===== config.mk =====
export PLATFORM = sky130hd
export DESIGN_NAME = ir_frame_ctrl
export DESIGN_NICKNAME = d
export VERILOG_FILES = /design/src/rtl/ir_frame_ctrl.sv
export SDC_FILE = /design/constraint.sdc
export NUM_CORES = 1
export LEC_CHECK = 0
export ABC_AREA = 1
export CORE_MARGIN = 1.5
export CORE_UTILIZATION = 55
export DETAILED_ROUTE_END_ITERATION = 10
export PLACE_DENSITY = 0.8
export SLEW_MARGIN = 20
export SYNTH_ARGS = -nofsm -noshare
export SYNTH_HDL_FRONTEND = slang
export SYNTH_SLANG_ARGS = --single-unit
export TNS_END_PERCENT = 30

===== constraint.sdc =====
create_clock -name clk -period 5.7 [get_ports clk]
set_clock_uncertainty 0.1 [all_clocks]
set_input_delay 0.57 -clock clk [delete_from_list [all_inputs] [get_ports clk]]
set_output_delay 0.57 -clock clk [all_outputs]
set_load 0.02 [all_outputs]

===== src/rtl/ir_frame_ctrl.sv =====
// IR frame controller: collects decoded IR bits MSB-first into a frame,
// hands the frame to a consumer with valid/ready, and aborts on front-end
// error or inter-bit timeout.
module ir_frame_ctrl #(
  parameter int unsigned DATA_W = 32,
  parameter int unsigned TMO_W  = 16,
  parameter int unsigned FCNT_W = 16
) (
  input  logic              clk,
  input  logic              reset,
  input  logic              start,
  input  logic              bit_valid,
  input  logic              bit_val,
  input  logic              err_in,
  input  logic [TMO_W-1:0]  tmo_cycles,
  input  logic              frame_ready,
  output logic [DATA_W-1:0] frame_data,
  output logic              frame_valid,
  output logic              finish,
  output logic              error,
  output logic [1:0]        err_code,
  output logic              overrun,
  output logic              busy,
  output logic [FCNT_W-1:0] frame_cnt
);

  localparam int unsigned CNT_W = $clog2(DATA_W + 1);

  localparam logic [2:0] IDLE = 3'd0;
  localparam logic [2:0] READ = 3'd1;
  localparam logic [2:0] HOLD = 3'd2;
  localparam logic [2:0] DONE = 3'd3;
  localparam logic [2:0] ERR  = 3'd4;

  localparam logic [1:0] EC_NONE = 2'b00;
  localparam logic [1:0] EC_FE   = 2'b01;
  localparam logic [1:0] EC_TMO  = 2'b10;

  logic [2:0]        r_state;
  logic [DATA_W-1:0] r_shift;
  logic [CNT_W-1:0]  r_bit_cnt;
  logic [TMO_W-1:0]  r_timer;
  logic [DATA_W-1:0] r_frame_data;
  logic              r_frame_valid;
  logic              r_finish;
  logic              r_error;
  logic [1:0]        r_err_code;
  logic              r_overrun;
  logic              r_busy;
  logic [FCNT_W-1:0] r_frame_cnt;

  logic [2:0]        w_state_nxt;
  logic [DATA_W-1:0] w_shift_nxt;
  logic [CNT_W-1:0]  w_bit_cnt_nxt;
  logic [TMO_W-1:0]  w_timer_nxt;
  logic [DATA_W-1:0] w_frame_data_nxt;
  logic [1:0]        w_err_code_nxt;
  logic              w_overrun_nxt;
  logic [FCNT_W-1:0] w_frame_cnt_nxt;
  logic [DATA_W-1:0] w_shift_in;
  logic              w_tmo_hit;

  assign w_shift_in = {r_shift[DATA_W-2:0], bit_val};
  assign w_tmo_hit  = (tmo_cycles != '0) && (r_timer == tmo_cycles - TMO_W'(1));

  // Next-state and next-value logic for state and datapath registers
  always_comb begin
    w_state_nxt      = r_state;
    w_shift_nxt      = r_shift;
    w_bit_cnt_nxt    = r_bit_cnt;
    w_timer_nxt      = r_timer;
    w_frame_data_nxt = r_frame_data;
    w_err_code_nxt   = r_err_code;
    w_overrun_nxt    = r_overrun;
    w_frame_cnt_nxt  = r_frame_cnt;
    case (r_state)
      IDLE: begin
        if (start) begin
          w_state_nxt    = READ;
          w_shift_nxt    = '0;
          w_bit_cnt_nxt  = '0;
          w_timer_nxt    = '0;
          w_err_code_nxt = EC_NONE;
          w_overrun_nxt  = 1'b0;
        end
      end
      READ: begin
        if (err_in) begin
          w_state_nxt    = ERR;
          w_err_code_nxt = EC_FE;
        end else if (bit_valid) begin
          w_shift_nxt   = w_shift_in;
          w_bit_cnt_nxt = r_bit_cnt + CNT_W'(1);
          w_timer_nxt   = '0;
          if (r_bit_cnt == CNT_W'(DATA_W - 1)) begin
            w_state_nxt      = HOLD;
            w_frame_data_nxt = w_shift_in;
          end
        end else if (w_tmo_hit) begin
          w_state_nxt    = ERR;
          w_err_code_nxt = EC_TMO;
        end else if (tmo_cycles != '0) begin
          w_timer_nxt = r_timer + TMO_W'(1);
        end
      end
      HOLD: begin
        if (bit_valid) begin
          w_overrun_nxt = 1'b1;
        end
        if (frame_ready) begin
          w_state_nxt     = DONE;
          w_frame_cnt_nxt = r_frame_cnt + FCNT_W'(1);
        end
      end
      DONE:    w_state_nxt = IDLE;
      ERR:     w_state_nxt = IDLE;
      default: w_state_nxt = IDLE;
    endcase
  end

  // State and registered outputs; pulses/flags follow the next state
  always_ff @(posedge clk or negedge reset) begin
    if (!reset) begin
      r_state       <= IDLE;
      r_shift       <= '0;
      r_bit_cnt     <= '0;
      r_timer       <= '0;
      r_frame_data  <= '0;
      r_frame_valid <= 1'b0;
      r_finish      <= 1'b0;
      r_error       <= 1'b0;
      r_err_code    <= EC_NONE;
      r_overrun     <= 1'b0;
      r_busy        <= 1'b0;
      r_frame_cnt   <= '0;
    end else begin
      r_state       <= w_state_nxt;
      r_shift       <= w_shift_nxt;
      r_bit_cnt     <= w_bit_cnt_nxt;
      r_timer       <= w_timer_nxt;
      r_frame_data  <= w_frame_data_nxt;
      r_frame_valid <= (w_state_nxt == HOLD);
      r_finish      <= (w_state_nxt == DONE);
      r_error       <= (w_state_nxt == ERR);
      r_err_code    <= w_err_code_nxt;
      r_overrun     <= w_overrun_nxt;
      r_busy        <= (w_state_nxt != IDLE);
      r_frame_cnt   <= w_frame_cnt_nxt;
    end
  end

  assign frame_data  = r_frame_data;
  assign frame_valid = r_frame_valid;
  assign finish      = r_finish;
  assign error       = r_error;
  assign err_code    = r_err_code;
  assign overrun     = r_overrun;
  assign busy        = r_busy;
  assign frame_cnt   = r_frame_cnt;

endmodule


## After elaboration in Yosys (flattened, before gate mapping)

Cells that the tools add are included.

| cells by class | value |
|---|---|
| bitwise logic cells | 1 |
| mux-type cells | 29 |
| add/subtract/negate cells | 4 |
| reduce and logical (&&, ||, !) cells | 12 |
| equal/unequal tests | 15 |

Operators with widths:

| cell | number |
|---|---|
| $mux 31 | 3 |
| $mux 16 | 5 |
| $pmux 31 s2 | 1 |
| $add 16x1->16 const B | 2 |
| $pmux 16 s2 | 1 |
| $mux 3 | 6 |
| $mux 6 | 3 |
| $eq 16x16->1 | 1 |
| $reduce_bool 16->1 | 1 |
| $sub 16x1->16 const B | 1 |
| $ne 3x3->1 const B | 4 |
| $pmux 6 s2 | 1 |
| $reduce_and 4->1 | 3 |
| $eq 3x2->1 const B | 3 |
| $pmux 3 s3 | 1 |
| $mux 2 | 4 |
| $ne 2x2->1 const B | 4 |
| $add 6x1->6 const B | 1 |
| $eq 6x5->1 const B | 1 |
| $reduce_and 5->1 | 1 |
| $pmux 2 s2 | 1 |
| $reduce_bool 2->1 | 2 |
| $eq 3x1->1 const B | 1 |
| $eq 3x3->1 const B | 1 |
| 8 further kinds | 9 |

| word-level totals | value |
|---|---|
| register bits | 111 |
| input port bits | 23 |
| output and inout port bits | 55 |
| logic and storage cells | 73 |

## Longest topological paths before layout

| logic depth | value |
|---|---|
| depth after elaboration | 8 |
| depth in mapped cells | 18 |
| gate-level depth less buffers | 18 |

## Least setup slack after synthesis

OpenSTA, ideal clock, no wires.

| path | value |
|---|---|
| path type | input to register |
| start | input port tmo_cycles[0] |
| end | register r_timer[0] |
| setup slack | 3.430 ns |
| arrival | 2.050 ns |
| library setup time | 0.120 ns |
| stages on the path | 14 |
| required time | 5.480 ns |
| path buffers | 1 |
| cell sequence | inv_1 > ha_1 > nand2_2 > nor2_4 > nand2_1 > xor2_1 > inv_1 > nor2_1 > nand3_2 > nand2_2 > nand2_4 > buf_6 > nand3_1 > o21ai_2 |

| between the ends | value |
|---|---|
| longest elaborated chain between the ends | 5 |
| elaborated cells between the ends (all ways) | 7 |
| classes of those cells | add/sub (1); eq/ne (3); reduce/logical (3) |

RTL lines:

| what | line | source |
|---|---|---|
| start: declaration | 15 | `input logic [TMO_W-1:0] tmo_cycles,` |
| $sub 16x1->16 | 64 | `assign w_tmo_hit = (tmo_cycles != '0) && (r_timer == tmo_cycles - TMO_W'(1));` |
| $eq 16x16->1 | 64 |  |
| $logic_and 1x1->1 | 64 |  |
| $ne 3x3->1 (no source line) | -- |  |
| $reduce_and 5->1 (no source line) * | -- |  |
| end signal: assignment | 140 | `r_timer <= w_timer_nxt;` |
| end: declaration | 42 | `logic [TMO_W-1:0] r_timer;` |

Every way passes the cells marked *; elsewhere a longest branch is shown, timed or not.
A chain may end at the register's enable or synchronous reset.

## Worst setup path after layout

| path | value |
|---|---|
| start | register r_state[2] |
| end | register r_shift[20] |

| between the ends | value |
|---|---|
| longest elaborated chain between the ends | 3 |
| elaborated cells between the ends (all ways) | 8 |
| classes of those cells | eq/ne (4); mux (1); reduce/logical (3) |

RTL lines:

| what | line | source |
|---|---|---|
| start: declaration | 39 | `logic [2:0] r_state;` |
| start signal: assignment | 137 | `r_state <= w_state_nxt;` |
| $eq 3x1->1 / $logic_not 3->1 (equally long branches) | 76 | `case (r_state)` |
| $ne 2x2->1 (no source line) / $reduce_bool 2->1 (equally long branches) | -- |  |
| $reduce_and 4->1 (no source line) | -- |  |
| end signal: assignment | 138 | `r_shift <= w_shift_nxt;` |
| end: declaration | 40 | `logic [DATA_W-1:0] r_shift;` |

Several ways; a longest one is shown, not always the timed one.

==> results by group <==
Synthesis
  • Synth area leader: dfrtp_1
  • Asr flop ratio synth: 100%
  • Post-Syn Area per Cell: about 8.4 µm²
  • Post-synth EDFFs: 0
  • Most used DFF post-synth: dfrtp_1
  • Register area share after synthesis: roughly half
  • Yosys warning count: 0
  • Post-Synthesis Cells: 650
  • Mapped Area: between 5000 and 6000 µm²
  • Post-synthesis cell type count: 34
  • Syn nets: 677
  • Yosys reg bits: 111
  • Top-area cell type share of the netlist area: between 50% and 60%
  • Largest cells by area after synthesis: dfrtp_1 51%, nand2_1 11%, inv_1 6.6%

Flow run
  • Max-Cap Viols: 0

Timing
  • Min cycle time layout: 3130 ps
  • Slew headroom: 35.4%
  • Fmax: 319 MHz
  • Final Hold Fails: 0
  • Setup TNS: 0 ps
  • Setup repair after global routing missed its margin: no
  • Worst hold slack: 379 ps
  • Final setup fails: 0
  • Least-Margin Pin Slew: around 970 ps
  • Final slew viol count: 0
  • Tcrit/Tclk final: 55.0%

Die
  • Core box area: 9680 µm²
  • Starting density of the core: a little under three fifths
  • Chip Height: 102 µm
  • IO Pins: 78
  • DIE AREA: 10500 µm²
  • Num rows: 36
  • Chip Width: a little over 100 µm

Clocking
  • CTS clk-pin slew, worst paths: approximately 120 ps
  • Clk Latency, worst-skew pair: 380 ps
  • Post-CTS Resized: 0
  • Root Buffer: clkbuf_8
  • CTS H-Tree Depth: 3
  • CTS tree: yes
  • CTS buffer count: 9
  • Max clock buf depth: 2
  • CTS Sinks: 111

Routing
  • # DRC: 0
  • Via count: around 4500
  • DR iter-0 viols: roughly 220
  • WL final: 11.7 mm
  • First drt pass iteration count: 4
  • Drt wl/cell: 13.6 µm
  • Vias/cell: 5.23
  • Post-DRT Antenna Nets: 0

Placed design
  • GP Congestion: 0.926
  • HPWL after DPL: 8.33 mm
  • Port Buf Inserts: just under 80
  • Placed cell count: 843

Power and ir drop
  • Overall Power: 1640 µW
  • Worst vdd ir: about 0.00012 V
  • Leakage dissipation: 0.00303 µW
  • Sequential share of power: roughly 50%
  • Pwr Density: 251 nW/µm²
  • Psw: between 500 and 600 µW
  • Sw frac: 31.8%
  • P_int: 1120 µW
  • Combinational power share: about 18%
  • Clock share of power: 31.3%

Final layout
  • Most common cell after layout, fill and taps aside: nand2_1
  • Area grow syn2layout: 20.0%
  • Fin nets: 749
  • Register area: 2780 µm²
  • Fillers: 791
  • Most frequent cells in the layout: 163 x nand2_1, 111 x dfrtp_1, 95 x inv_1
  • Antenna diodes: 0
  • Fin cells: 860
  • Area of the multi-input gates: between 2000 and 2500 µm²
  • Layout cells sized above 1: about 7.4%

Global route
  • GRT overflow: 0
  • GRT Overall Usage: 23.6%
  • Pin count of the biggest net entering global routing: 85
  • First-pass GRT wire length: between 15 and 20 mm
  • Antenna violations before repair: 0
  • Vias in the first global route: 4279

Setup path
  • Setup Crit Path Kind: register to register
  • Worst Path Max Fanout: 35
  • CP endpoint kind: register
  • Crit path required time: 5890 ps
  • Crit start category: register
  • Crit path DAT: 3320 ps

Run status
  • Outcome: completed

Min path
  • Worst Hold Class: register to register
## critical path: stages (launching register included)
cell and delay, ps:
dfrtp_1 450, nor3_4 390, inv_2 200, o21ai_1 230, nand2_1 300, inv_2 560
nand2_2 530, o22ai_1 290
## cell usage after synthesis (7+ instances only)
cell / count
clkbuf_1: 11
dfrtp_1: 111
inv_1: 95
nand2_1: 165
nand3_1: 32
nand4_1: 7
nor2_1: 40
nor3_1: 19
o21ai_0: 44
o21ai_2: 7
o22ai_1: 32
xnor2_1: 8
xor2_1: 27
## cell families after synthesis
family	synth area share (%)
AO/OA/AOI/OAI	9.94
XOR/XNOR	5.64
adder cells (fa/ha/maj)	0.920
buffers and inverters	8.53
flip-flops	51.1
AND/OR/NAND/NOR	23.9
## worst paths after layout
| path | end | cells after the start | start | slack, ps |
|---|---|---|---|---|
| max | r_shift[20] | 7 | r_state[2] | 2570 |
| min | err_code[1] | 2 | err_code[1] | 380 |
| max reg2reg | r_shift[20] | 7 | r_state[2] | 2570 |
| min reg2reg | err_code[1] | 2 | err_code[1] | 380 |
| max in group asynchronous | r_shift[15] | 3 | reset | 3910 |
| min in group asynchronous | frame_cnt[0] | 2 | reset | 550 |
## sequential cells by signal, indices dropped and copies added, names as in the netlist
name         flops
r_shift         31
busy             1
overrun          1
error            1
frame_data      32
err_code         2
frame_cnt       16
r_timer         16
r_bit_cnt        6
r_state          3
finish           1
frame_valid      1
## final cells by class
class / count / area share [%]
Tap cell: 133 / 2.55
Clock buffer: 9 / 1.90
Timing Repair Buffer: 79 / 12.1
Multi-Input combinational cell: 421 / 33.7
Sequential cell: 111 / 42.5
Inverter: 100 / 5.75
Clock inverter: 7 / 1.44
## per-stage QoR
step / instance area [µm²] / utilization [%] / setup WS [ps]
floorplan: 5440 / - / 3430
detailed placement: 6290 / 65.0 / 1970
CTS: 6520 / 67.4 / 2220
finish: 6530 / 67.4 / 2570
global placement: 6290 / 65.0 / 2180
global route: 6530 / 67.4 / 2260
## power groups by stage
stage | combinational (µW) | clock [µW] | sequential (µW)
4_1_cts | 289 | 520 | 836
2_1_floorplan | 194 | 0 | 859
3_3_place_gp | 277 | 0 | 850
5_1_grt | 327 | 559 | 839
3_5_place_dp | 287 | 0 | 851
6_report | 291 | 514 | 836
## layer usage
metal / wire length (µm) / vias to the layer above / track usage, %
li1: - / 2218 / -
met2: 5490 / 109 / 37.2
met3: 481 / 21 / 5.20
met4: 250 / 0 / 8.11
met1: 5460 / 2154 / 32.6
met5: 0 / - / 0
## repair_timing
item,CTS,global route
endpoints found under the hold margin,20,0
hold buffers,1,0
setup buffers,0,0
(Power assumes the default switching activity.)
